File: config.mk
export PLATFORM = sky130hd
export DESIGN_NAME = store_unit
export DESIGN_NICKNAME = d
export VERILOG_FILES = /design/src/rtl/store_unit.sv
export SDC_FILE = /design/constraint.sdc
export NUM_CORES = 1
export LEC_CHECK = 0
export BUFFER_PORTS_ARGS = -buffer_cell sky130_fd_sc_hd__buf_2
export CORE_MARGIN = 2
export CORE_UTILIZATION = 31
export CTS_CLUSTER_SIZE = 14
export DETAILED_ROUTE_END_ITERATION = 6
export GPL_TIMING_DRIVEN = 0
export HOLD_SLACK_MARGIN = 0.15
export PLACE_DENSITY = 0.57
export RECOVER_POWER = 100
export SLEW_MARGIN = 20
export SYNTH_ARGS = -nofsm -noshare
export SYNTH_HDL_FRONTEND = slang
export SYNTH_SLANG_ARGS = --single-unit
File: constraint.sdc
create_clock -name clk -period 2.2 [get_ports clk]
set_input_delay 0.33 -clock clk [delete_from_list [all_inputs] [get_ports clk]]
set_output_delay 0.33 -clock clk [all_outputs]
set_load 0.03 [all_outputs]
File: src/rtl/store_unit.sv
// store_unit: single-outstanding store path from the MEM stage to data memory.
// Decodes the store type, detects misaligned or reserved stores (raising a
// one-cycle ades pulse with the faulting address), and otherwise issues a
// lane-replicated write with byte strobes. It then tracks the memory handshake
// through the states IDLE, REQ and WAIT and pulses done on completion.
module store_unit (
  input  logic        clk,
  input  logic        resetn,
  input  logic        st_valid,
  output logic        st_ready,
  input  logic [1:0]  st_type,
  input  logic [31:0] st_addr,
  input  logic [31:0] st_data,
  output logic        ades,
  output logic [31:0] badvaddr,
  output logic        mem_req,
  output logic        mem_wr,
  output logic [1:0]  mem_size,
  output logic [31:0] mem_addr,
  output logic [3:0]  mem_wstrb,
  output logic [31:0] mem_wdata,
  input  logic        mem_addr_ok,
  input  logic        mem_data_ok,
  output logic        done
);

  typedef enum logic [1:0] {
    S_IDLE = 2'd0,
    S_REQ  = 2'd1,
    S_WAIT = 2'd2
  } state_e;

  // Store type encodings
  localparam logic [1:0] T_SB = 2'b00;
  localparam logic [1:0] T_SH = 2'b01;
  localparam logic [1:0] T_SW = 2'b10;

  // A store faults when its address is not naturally aligned; type 11 always faults.
  function automatic logic is_misaligned(input logic [1:0] typ, input logic [1:0] lo);
    logic bad;
    case (typ)
      T_SB:    bad = 1'b0;
      T_SH:    bad = lo[0];
      T_SW:    bad = lo[1] | lo[0];
      default: bad = 1'b1;
    endcase
    return bad;
  endfunction

  // Byte enables for the addressed lane(s).
  function automatic logic [3:0] lane_strobe(input logic [1:0] typ, input logic [1:0] lo);
    logic [3:0] strb;
    case (typ)
      T_SB: begin
        case (lo)
          2'b00:   strb = 4'b0001;
          2'b01:   strb = 4'b0010;
          2'b10:   strb = 4'b0100;
          2'b11:   strb = 4'b1000;
          default: strb = 4'b0000;
        endcase
      end
      T_SH:    strb = lo[1] ? 4'b1100 : 4'b0011;
      T_SW:    strb = 4'b1111;
      default: strb = 4'b0000;
    endcase
    return strb;
  endfunction

  // Write data replicated across every lane so memory can pick any byte lane.
  function automatic logic [31:0] lane_data(input logic [1:0] typ, input logic [31:0] data);
    logic [31:0] wd;
    case (typ)
      T_SB:    wd = {4{data[7:0]}};
      T_SH:    wd = {2{data[15:0]}};
      T_SW:    wd = data;
      default: wd = 32'h0000_0000;
    endcase
    return wd;
  endfunction

  // Memory size code: 0 byte, 1 half, 2 word.
  function automatic logic [1:0] size_code(input logic [1:0] typ);
    logic [1:0] sz;
    case (typ)
      T_SB:    sz = 2'd0;
      T_SH:    sz = 2'd1;
      T_SW:    sz = 2'd2;
      default: sz = 2'd0;
    endcase
    return sz;
  endfunction

  state_e      state_q;
  logic        st_ready_q;
  logic        ades_q;
  logic [31:0] badvaddr_q;
  logic        mem_req_q;
  logic        mem_wr_q;
  logic [1:0]  mem_size_q;
  logic [31:0] mem_addr_q;
  logic [3:0]  mem_wstrb_q;
  logic [31:0] mem_wdata_q;
  logic        done_q;

  logic        accept_s;
  logic        fault_s;
  logic [3:0]  strb_s;
  logic [31:0] wdata_s;
  logic [1:0]  size_s;

  // Decode the incoming request; only meaningful when accept_s is high.
  always_comb begin
    accept_s = st_valid & st_ready_q;
    fault_s  = is_misaligned(st_type, st_addr[1:0]);
    strb_s   = lane_strobe(st_type, st_addr[1:0]);
    wdata_s  = lane_data(st_type, st_data);
    size_s   = size_code(st_type);
  end

  // Store FSM with all outputs registered; ades and done are single-cycle pulses.
  always_ff @(posedge clk or negedge resetn) begin
    if (!resetn) begin
      state_q     <= S_IDLE;
      st_ready_q  <= 1'b0;
      ades_q      <= 1'b0;
      badvaddr_q  <= 32'h0000_0000;
      mem_req_q   <= 1'b0;
      mem_wr_q    <= 1'b0;
      mem_size_q  <= 2'd0;
      mem_addr_q  <= 32'h0000_0000;
      mem_wstrb_q <= 4'b0000;
      mem_wdata_q <= 32'h0000_0000;
      done_q      <= 1'b0;
    end else begin
      ades_q <= 1'b0;
      done_q <= 1'b0;
      case (state_q)
        S_IDLE: begin
          st_ready_q <= 1'b1;
          if (accept_s) begin
            if (fault_s) begin
              // Faulting store: report it and stay ready for the next one.
              ades_q     <= 1'b1;
              badvaddr_q <= st_addr;
            end else begin
              state_q     <= S_REQ;
              st_ready_q  <= 1'b0;
              mem_req_q   <= 1'b1;
              mem_wr_q    <= 1'b1;
              mem_addr_q  <= st_addr;
              mem_size_q  <= size_s;
              mem_wstrb_q <= strb_s;
              mem_wdata_q <= wdata_s;
            end
          end else begin
            state_q <= S_IDLE;
          end
        end
        S_REQ: begin
          // Request fields stay frozen until memory takes the address.
          if (mem_addr_ok) begin
            mem_req_q <= 1'b0;
            mem_wr_q  <= 1'b0;
            if (mem_data_ok) begin
              state_q    <= S_IDLE;
              st_ready_q <= 1'b1;
              done_q     <= 1'b1;
            end else begin
              state_q <= S_WAIT;
            end
          end else begin
            state_q <= S_REQ;
          end
        end
        S_WAIT: begin
          if (mem_data_ok) begin
            state_q    <= S_IDLE;
            st_ready_q <= 1'b1;
            done_q     <= 1'b1;
          end else begin
            state_q <= S_WAIT;
          end
        end
        default: begin
          state_q    <= S_IDLE;
          st_ready_q <= 1'b1;
          mem_req_q  <= 1'b0;
          mem_wr_q   <= 1'b0;
        end
      endcase
    end
  end

  assign st_ready  = st_ready_q;
  assign ades      = ades_q;
  assign badvaddr  = badvaddr_q;
  assign mem_req   = mem_req_q;
  assign mem_wr    = mem_wr_q;
  assign mem_size  = mem_size_q;
  assign mem_addr  = mem_addr_q;
  assign mem_wstrb = mem_wstrb_q;
  assign mem_wdata = mem_wdata_q;
  assign done      = done_q;

endmodule

======== Word-level counts from Yosys, hierarchy flattened ========
Cells that the tools add are included.
cells by class
  bitwise operators ....................... 4
  equal/unequal tests ..................... 11
  multiplexer cells ....................... 25
  reduce and logical (&&, ||, !) cells .... 6
operators with widths
  kind                                                                   count
  32-bit case mux with 3 select lines                                    1
  4-bit case mux with 4 select lines                                     1
  4-bit case mux with 3 select lines                                     1
  1-bit two-way mux                                                      11
  1-bit case mux with 3 select lines                                     3
  2-bit equality test, second input constant                             4
  2-bit two-way mux                                                      4
  2-bit by 1-bit equality test with 1-bit output, second input constant  3
  2-bit logical NOT                                                      3
  2-bit != test, second input constant                                   3
  2-bit case mux with 3 select lines                                     1
  3-bit AND reduction                                                    2
  4-bit two-way mux                                                      1
  2-bit case mux with 2 select lines                                     1
  4-bit AND reduction                                                    1
  3-bit != test, second input constant                                   1
  1-bit inverter                                                         2
  1-bit case mux with 2 select lines                                     1
  1-bit AND                                                              1
  1-bit OR                                                               1
storage, ports and cells
  bits of input ports ..................... 71
  word-level logic and storage cells ...... 56
  bits in registers ....................... 108

======== Depth between registers and ports, before layout ========
Gate-level depths: netlist of run 1.
  depth after elaboration ................. 5
  gate-level depth with buffers ........... 8
  depth with buffers taken out ............ 6

======== Worst setup path after synthesis of run 1 ========
Ideal clock, no wire load.
  path kind ............................... register to register
  from .................................... register state_q[0]
  to ...................................... register badvaddr_q[1], in the netlist badvaddr[1]
  stages on the path, launching flop included .. 7
  clock period less this slack ............ 1811 ps
  buffers on the path ..................... 1
  path slack .............................. 389 ps
  data required time ...................... 2075 ps
  data arrival time ....................... 1686 ps
  cell sequence ........................... dfrtp_1 > inv_1 > ha_1 > nand3_2 > nor3_4 > buf_6 > mux2_2
between the ends
  word-level cells in the longest chain between the ends .. 2
RTL lines
  item                           RTL line  RTL
  start, declared                94        state_e state_q;
  start signal, assigned         124       state_q <= S_IDLE;
  start signal, assigned         147       state_q <= S_REQ;
  start signal, assigned         157       state_q <= S_IDLE;
  2-bit logical NOT              138       case (state_q)
  3-bit AND reduction (no line)  -
  end signal, assigned           145       badvaddr_q <= st_addr;
  end, declared                  97        logic [31:0] badvaddr_q;
Every way passes these cells.
A chain may end at the register's enable or synchronous reset.

======== Worst setup path in the final report of run 1 ========
  from .................................... register state_q[0]
  to ...................................... register mem_addr_q[31], in the netlist mem_addr[31]
between the ends
  word-level cells in the longest chain between the ends .. 2
RTL lines
  item                           RTL line  RTL
  2-bit logical NOT              138
  3-bit AND reduction (no line)  -
  end signal, assigned           151       mem_addr_q <= st_addr;
  end, declared                  101       logic [31:0] mem_addr_q;
Every way passes these cells.

==> results.cfg, run 1 <==
[yosys]
yosysSeqAreaShare_pct = 57.6
ys.flop_type = dfrtp_1
synth-async-reset-ratio_pct = 100
yosysMostFrequentCell = dfrtp_1
syn-num-nets = 427
netlist.area_leader.share_pct = 57.6
ys_ff_latch = 108
synth_common_cells = 108 x dfrtp_1, 39 x mux2_4, 28 x a21oi_1
yosys_warnings = 0
avgSynthCellArea_sq_um = 13.3
synth_edf_count = 0
synth_cells = 352
netlist_area_sq_mm = 0.00469
yosys.area.top_type = dfrtp_1
synthTopCellsByArea = dfrtp_1 58%, mux2_4 12%, mux2_2 6.0%
synthDistinctLibCells = 30

[layout]
fillers = 1483
stdcell_count = 732
antenna_cells = 0
drive_above_1_share_pct = 26.6
area_growth_pct = 26.4
nets = 618

[setup_path]
crit_chain = inv_1 -> ha_1 -> nand3_2 -> o21bai_1 -> buf_6 -> buf_4 -> mux2_1
slowest_delay_ps = 420
arrival_ps = 2260
crit_fanout = 10
crit_type = flip-flop to flip-flop
required_ps = 2430
cp-end-kind = flip-flop
start_kind = flip-flop
slowest_stage = dfrtp_1

[clock_network]
cts_buffers = 9
clk_pin_slew_ps = 80
clk_latency_ps = 350
cts_tree = done
cts_max_level = 3
cts_root_buffer = clkbuf_16
clock_path_buffers = 2
cts_resized = 0
cts_sinks = 108

[drt]
antenna_left = 0
post_drt_wl_per_cell_um = 16.0
wl_mm = 11.7
drtIter0Drc = 183
drt-pass1-iter-count = 4
vias = 3407
vias_per_cell = 4.65
drc = 0

[floorplan]
fp.dieH_um = 127
chipWidth_um = 127
core_sq_mm = 0.0146
die_area_sq_mm = 0.0161
io_pins = 178
initial_core_util_pct = 32.0
num_rows = 44

[power]
p_leak_nw = 2.69
p_total_w = 0.00968
pwr_density_cell_mw_per_mm2 = 1630
vdd_drop_max_mv = 0.622

[sta]
period_share_pct = 92.6
max_freq_ghz = 0.491
skew_ps = 9.81
fin_crit_ps = 2040
relSlewSlack_pct = 18.8
tightest_slew_ps = 1220
hold_violations = 0
maxSlewViolCount = 0
rsz0062_at_grt = false
timing.final.setup_violations = 0

[place]
dp_cells = 712
hpwl_mm = 8.89
place_congestion = 0.779
io_buffers = 175

[global_route]
grt_max_degree = 63
grt_pass1_wl_mm = 18.6
use_met2_pct = 23.0
first_global_vias = 3474
antenna_found_initial = 0
grt.overflow.total = 0
track_usage_pct = 14.8
top_usage_layer = met2
grt_use_met1_pct = 20.3
met3_usage_pct = 3.43

[flow_run]
drv_cap = 0

[min_path]
hp-class = primary input to flip-flop

[run_status]
status = completed
==> critical path, delay by kind of cell (launching register included) <==
family / cells / cell delay, ps
buffers and inverters: 3 / 480
adder cells (fa/ha/maj): 1 / 210
AND/OR/NAND/NOR: 1 / 220
AO/OA/AOI/OAI: 1 / 270
multiplexers: 1 / 330
flip-flops: 1 / 420
==> cell usage in the layout, fill, tap and decap left out, drive strengths merged, types with 2 or more instances in the layout <==
master  netlist  layout
clkbuf        4     126
dfrtp       108     108
buf          18      85
mux2         73      73
a21oi        29      29
nand2        26      26
o21ai        22      22
nor2         13      13
inv          11      12
nor2b        11      11
mux2i         8       8
a211oi        8       8
ha            4       4
a22oi         3       3
nor4          3       3
clkinv        0       3
nor3          2       2
a21o          2       2
==> layout make-up <==
| cell class | instances | area, sq um | share of cell area (%) |
|---|---|---|---|
| buffer | 22 | 153 | 2.57 |
| clock buffer | 10 | 239 | 4.03 |
| clock inverter | 6 | 72.6 | 1.22 |
| inverter | 11 | 41.3 | 0.696 |
| multi-input combinational | 211 | 1680 | 28.3 |
| sequential | 108 | 2700 | 45.6 |
| tap | 184 | 230 | 3.88 |
| timing repair buffer | 180 | 811 | 13.7 |
==> metal layers <==
layer  wire length [um]  share of wire, %  up-vias
li1                   -                 -     1607
met1               5310                45     1679
met2               5490                47      110
met3                782               6.7       11
met4                158               1.3        0
met5                  0                 0        -
==> state kept, by name (all words and copies together) (netlist names), 2 cells and up <==
name / count
mem_size: 2
mem_wstrb: 4
state_q: 2
badvaddr: 32
mem_addr: 32
mem_wdata: 32
==> cells by family (layout without fill, tap and decap cells) <==
family / after synthesis / count (layout) / synth area share [%]
compound gates: 68 / 68 / 8.35
simple gates: 57 / 57 / 6.03
xor+xnor: 1 / 1 / 0.187
fa+ha+maj: 4 / 4 / 1.07
buf+inv: 33 / 229 / 4.38
mux: 81 / 81 / 22.4
flops: 108 / 108 / 57.6
==> stage by stage <==
step	utilization, %	hold WS, ps	TNS [ps]	worst slack [ps]	instance area [sq um]
6_report	40.5	202	0	163	5930
5_1_grt	40.5	193	0	32.2	5930
4_1_cts	42.2	188	0	188	6190
3_5_place_dp	39.8	293	-1850	-89.4	5830
3_3_place_gp	39.6	466	-47340	-444	5800
2_1_floorplan	-	34.4	0	389	4690
==> final timing paths <==
path | cells past startpoint | start | endpoint | slack, ps
worst min register to register | 2 | mem_wdata[30] | mem_wdata[30] | 490
max in group asynchronous | 3 | resetn | mem_wdata[11] | 540
min in group asynchronous | 2 | resetn | mem_addr[9] | 770
worst min-delay path | 2 | st_addr[17] | mem_addr[17] | 200
worst max-delay path | 7 | state_q[0] | mem_addr[31] | 160
worst max register to register | 7 | state_q[0] | mem_addr[31] | 160
==> timing repair <==
action                                 4_1_cts  5_1_grt
endpoints found under the hold margin       46        0
buffers inserted                             3        0
setup endpoints to repair                   26        0
hold buffers                                 1        0
==> power by group <==
part | internal [W] | switching [W] | total (W) | leakage, nW
Sequential | 0.00296 | 0.000536 | 0.00349 | 1.29
Combinational | 0.00136 | 0.00314 | 0.00450 | 1.25
Clock | 0.000925 | 0.000757 | 0.00168 | 0.149
Power figures use the tool's default switching activity.
==> run 2: changes to the inputs <==
--- a/config.mk
+++ b/config.mk
@@ -13,7 +13,8 @@
 export GPL_TIMING_DRIVEN = 0
 export HOLD_SLACK_MARGIN = 0.15
 export PLACE_DENSITY = 0.57
-export RECOVER_POWER = 100
+export RECOVER_POWER = 25
+export SETUP_SLACK_MARGIN = 0.4
 export SLEW_MARGIN = 20
 export SYNTH_ARGS = -nofsm -noshare
 export SYNTH_HDL_FRONTEND = slang
==> run 2 against run 1 <==
  * Wire length grew 3.7%
  * Worst hold slack gained 9.7 ps
  * Clock power grew 12%
  * Clock skew shrank 1.7 ps
  * Non-clock buffer count grew 4
  * Final area grew 5.8%
  * Fmax grew 19%
  * First-iteration DRC count shrank 28%
  * Largest power group unchanged
==> results.cfg, run 2 (synthesis results as in run 1) <==
[drt]
drt-pass1-iter-count = 4
post_drt_wl_per_cell_um = 16.5
wl_mm = 12.2
drc = 0
antenna_left = 0
vias = 3442
vias_per_cell = 4.68
drtIter0Drc = 131

[setup_path]
slowest_stage = dfrtp_1
crit_type = flip-flop to flip-flop
required_ps = 2430
crit_chain = inv_2 -> ha_4 -> nand3_4 -> o21bai_4 -> buf_6 -> buf_6 -> mux2_4
start_kind = flip-flop
crit_fanout = 10
arrival_ps = 1940
crit_path_frequent_cell = buf_6
slowest_delay_ps = 400
cp-end-kind = flip-flop

[sta]
max_freq_ghz = 0.585
fin_crit_ps = 1710
period_share_pct = 77.6
timing.final.setup_violations = 0
hold_ws_ps = 212
maxSlewViolCount = 0
tns_ps = 0
hold_violations = 0
tightest_slew_ps = 1270
rsz0062_at_grt = false
skew_ps = 8.07
relSlewSlack_pct = 15.2

[place]
hpwl_mm = 8.85
place_congestion = 0.735
dp_cells = 712
io_buffers = 175

[run_status]
status = completed

[clock_network]
clock_path_buffers = 2
cts_buffers = 9
cts_tree = done
clk_latency_ps = 350
clk_pin_slew_ps = 70
cts_root_buffer = clkbuf_16
cts_sinks = 108
cts_max_level = 3

[floorplan]
initial_core_util_pct = 32.0
fp.dieH_um = 127
num_rows = 44
die_area_sq_mm = 0.0161
chipWidth_um = 127
io_pins = 178
core_sq_mm = 0.0146

[power]
comb_power_share_pct = 48.9
vdd_drop_max_mv = 0.750
p_int_w = 0.00604
clkPwrFrac_pct = 17.9
power.switching_w = 0.00447
p_seq_share_pct = 33.2
pwr_density_cell_mw_per_mm2 = 1680
p_leak_nw = 3.18
switching_share_pct = 42.6

[layout]
nets = 622
layout_common_cells = 178 x buf_2, 108 x dfrtp_1, 39 x mux2_4, 28 x a21oi_1, 26 x nand2_1
stdcell_count = 736
area_growth_pct = 33.8
antenna_cells = 0
drive_above_1_share_pct = 51.8
final_common_cell = buf_2

[global_route]
grt_max_degree = 61
grt_pass1_wl_mm = 19.4
first_global_vias = 3561
grt.overflow.total = 0
track_usage_pct = 15.3
antenna_found_initial = 0

[flow_run]
drv_cap = 0

[min_path]
hp-class = primary input to flip-flop
## run 2: critical path: cells and delay by family (launching register included)
kind / cells / cell delay, ps
buffers and inverters: 3 / 420
adder cells (fa/ha/maj): 1 / 150
flip-flops: 1 / 400
AND/OR/NAND/NOR: 1 / 110
AO/OA/AOI/OAI: 1 / 210
multiplexers: 1 / 300
## run 2: final cells by class
class	instances	area (sq um)
Fill cell	1406	8370
Sequential cell	108	2700
Multi-Input combinational cell	211	1820
Timing Repair Buffer	184	958
Clock buffer	10	239
Tap cell	184	230
Buffer	22	175
Clock inverter	6	109
Inverter	11	41.3
## run 2: power by group through the flow
| stage | clock network (W) | registers [W] | logic, W |
|---|---|---|---|
| after global placement | 0 | 0.00348 | 0.00503 |
| after global routing | 0.00202 | 0.00364 | 0.00547 |
| final | 0.00188 | 0.00350 | 0.00514 |
| after CTS | 0.00194 | 0.00350 | 0.00519 |
| after detailed placement | 0 | 0.00352 | 0.00510 |
| after floorplan | 0 | 0.00541 | 0.00165 |
## run 2: metrics by stage
stage               worst slack [ps]  utilization, %  power (W)  cell area, sq um
global route                     260            42.8     0.0111              6270
floorplan                        407               -    0.00706              4700
CTS                              428            42.7     0.0106              6260
global placement                -444            39.6    0.00851              5800
detailed placement              82.1            39.9    0.00862              5840
finish                           492            42.8     0.0105              6270
## run 2: final timing paths
kind / start / end / slack (ps) / depth (start not counted)
max: state_q[0] / mem_addr[1] / 490 / 7
min: st_addr[18] / badvaddr[18] / 210 / 2
max reg2reg: state_q[0] / mem_addr[1] / 490 / 7
min reg2reg: mem_wdata[27] / mem_wdata[27] / 480 / 2
max in group asynchronous: resetn / mem_wdata[22] / 500 / 3
min in group asynchronous: resetn / badvaddr[31] / 800 / 2
## run 2: what timing repair did
item | CTS | global route
endpoints found under the setup margin | 86 | 81
hold buffers | 1 | 0
pin swaps | 1 | 2
hold endpoints to repair | 48 | 0
gates resized for setup | 8 | 2
setup buffers | 5 | 2
## run 2: routing by layer
layer	global-route usage [%]	part of all wire, %	vias up
li1	-	-	1606
met4	5.43	1.4	0
met3	4.23	7.5	12
met1	20.5	45	1695
met5	0	0	-
met2	24.0	46	129
==> run 3: changes to the inputs <==
--- a/config.mk
+++ b/config.mk
@@ -12,7 +12,7 @@
 export DETAILED_ROUTE_END_ITERATION = 6
 export GPL_TIMING_DRIVEN = 0
 export HOLD_SLACK_MARGIN = 0.15
-export PLACE_DENSITY = 0.57
+export PLACE_DENSITY = 0.59
 export RECOVER_POWER = 25
 export SETUP_SLACK_MARGIN = 0.4
 export SLEW_MARGIN = 20
==> constraint.sdc (replaced) <==
create_clock -name clk -period 1.4 [get_ports clk]
set_input_delay 0.21 -clock clk [delete_from_list [all_inputs] [get_ports clk]]
set_output_delay 0.21 -clock clk [all_outputs]
set_load 0.03 [all_outputs]
==> run 3 against run 2 <==
  * Critical path type unchanged
  * Power rose by 110%
  * Non-clock buffer count rose by 133
  * Register-to-register slack got worse by 770 ps
  * Critical endpoint is now mem_addr[29]
  * The flow now finishes with violations (negative setup slack)
  * Largest power group unchanged
  * Sequential share of layout area fell by 12 points
  * Final area rose by 39%
  * Largest cell class is now buffers
  * Sequential power rose by 69%
  * First-iteration DRC count fell by 5.3%
==> results.cfg, run 3 (synthesis results as in run 1) <==
[run_status]
status = finished, violations left
failed_checks = negative setup slack

[clock_network]
cts_root_buffer = clkbuf_16
cts_max_level = 3
clk_pin_slew_ps = 70
cts_buffers = 9
cts_tree = done
cts_sinks = 108
clk_latency_ps = 350
ctsHoldBuffers = 53
clock_path_buffers = 2

[place]
post-place-ws_ps = -685
place_congestion = 0.790
hpwl_mm = 9.20
io_buffers = 175

[sta]
period_share_pct = 120
tns_ps = -22730
relSlewSlack_pct = 2.87
rsz0062_at_grt = true
hold_violations = 0
maxSlewViolCount = 0
timing.final.setup_violations = 104
max_freq_ghz = 0.598
skew_ps = 4.54
fin_ws_ps = -273
fin_crit_ps = 1670
tightest_slew_ps = 1460

[floorplan]
core_sq_mm = 0.0146
chipWidth_um = 127
fp.dieH_um = 127
io_pins = 178
die_area_sq_mm = 0.0161
num_rows = 44
initial_core_util_pct = 32.0

[global_route]
first_global_vias = 4329
grt_max_degree = 56
track_usage_pct = 18.5
grt_pass1_wl_mm = 23.2
grt.overflow.total = 0
antenna_found_initial = 0

[layout]
antenna_cells = 0
layout_common_cells = 117 x buf_6, 107 x dfrtp_1, 73 x mux2_4, 72 x buf_4, 71 x buf_2
fillers = 1134
area_growth_pct = 86.2
nets = 755
drive_above_1_share_pct = 63.2
final_common_cell = buf_6

[setup_path]
required_ps = 1640
crit_type = flip-flop to flip-flop
arrival_ps = 1910
crit_fanout = 10
cp-end-kind = flip-flop
start_kind = flip-flop

[power]
pwr_density_cell_mw_per_mm2 = 2510
vdd_drop_max_mv = 1.53
p_leak_nw = 4.31
p_total_w = 0.0219

[drt]
drc = 0
drtIter0Drc = 124
vias = 4058
wl_mm = 15.8
post_drt_wl_per_cell_um = 18.2
antenna_left = 0
vias_per_cell = 4.68
drt-pass1-iter-count = 4

[flow_run]
drv_cap = 0

[min_path]
hp-class = primary input to flip-flop
[run 3: changes by cell type in the layout (fill, tap and decap cells not counted), sizes merged]
cell / delta
dlygate4sd3: +52
inv: -1
buf: +80
clkbuf: +1
[run 3: critical path, stage by stage, from the launching register on]
cell,delay (ps)
dfrtp_1,400
inv_2,90
ha_4,150
nand3_4,80
o21bai_4,210
buf_12,170
buf_12,150
mux2_4,300
[run 3: routing by layer]
metal	GRT usage, %	wire (um)	vias up
met1	21.9	6460	2028
li1	-	-	1876
met3	6.20	899	21
met2	32.2	8140	133
met4	5.43	275	0
met5	0	0	-
[run 3: final cells by class]
cell class	instances	area, sq um	share of cell area (%)
multi-input cells	211	2230	25.5
flip-flops and latches	108	2700	31.0
clock inverters	5	100	1.15
plain buffers	22	284	3.25
repair buffers	317	2910	33.3
inverters	11	41.3	0.473
clock buffers	10	239	2.74
well taps	184	230	2.64
[run 3: final timing paths]
check / slack (ps) / from / endpoint / depth (start not counted)
max: -270 / state_q[0] / mem_addr[29] / 7
min: 170 / st_data[7] / mem_wdata[7] / 2
max reg2reg: -270 / state_q[0] / mem_addr[29] / 7
min reg2reg: 510 / mem_wdata[20] / mem_wdata[20] / 2
max in group asynchronous: 270 / resetn / st_ready / 2
min in group asynchronous: 200 / resetn / mem_addr[3] / 1
[run 3: timing repair]
action	4_1_cts	5_1_grt
resized for setup	284	77
pin swaps	3	28
endpoints found under the setup margin	215	215
cloned	1	5
buffers inserted	39	43
hold endpoints to repair	138	54
[run 3: power breakdown]
group | internal [W] | total (W) | switching [W]
Clock | 0.00178 | 0.00294 | 0.00116
Combinational | 0.00706 | 0.0131 | 0.00600
Sequential | 0.00467 | 0.00592 | 0.00125
Total | 0.0135 | 0.0219 | 0.00842
[run 3: metrics by stage]
step	hold WS (ps)	std cells	area [sq um]	utilization [%]
detailed placement	210	712	5870	40.1
CTS	-171	820	7990	54.6
finish	168	868	8730	59.6
global placement	433	711	5840	39.9
floorplan	-85.6	352	4730	-
global route	161	868	8730	59.6
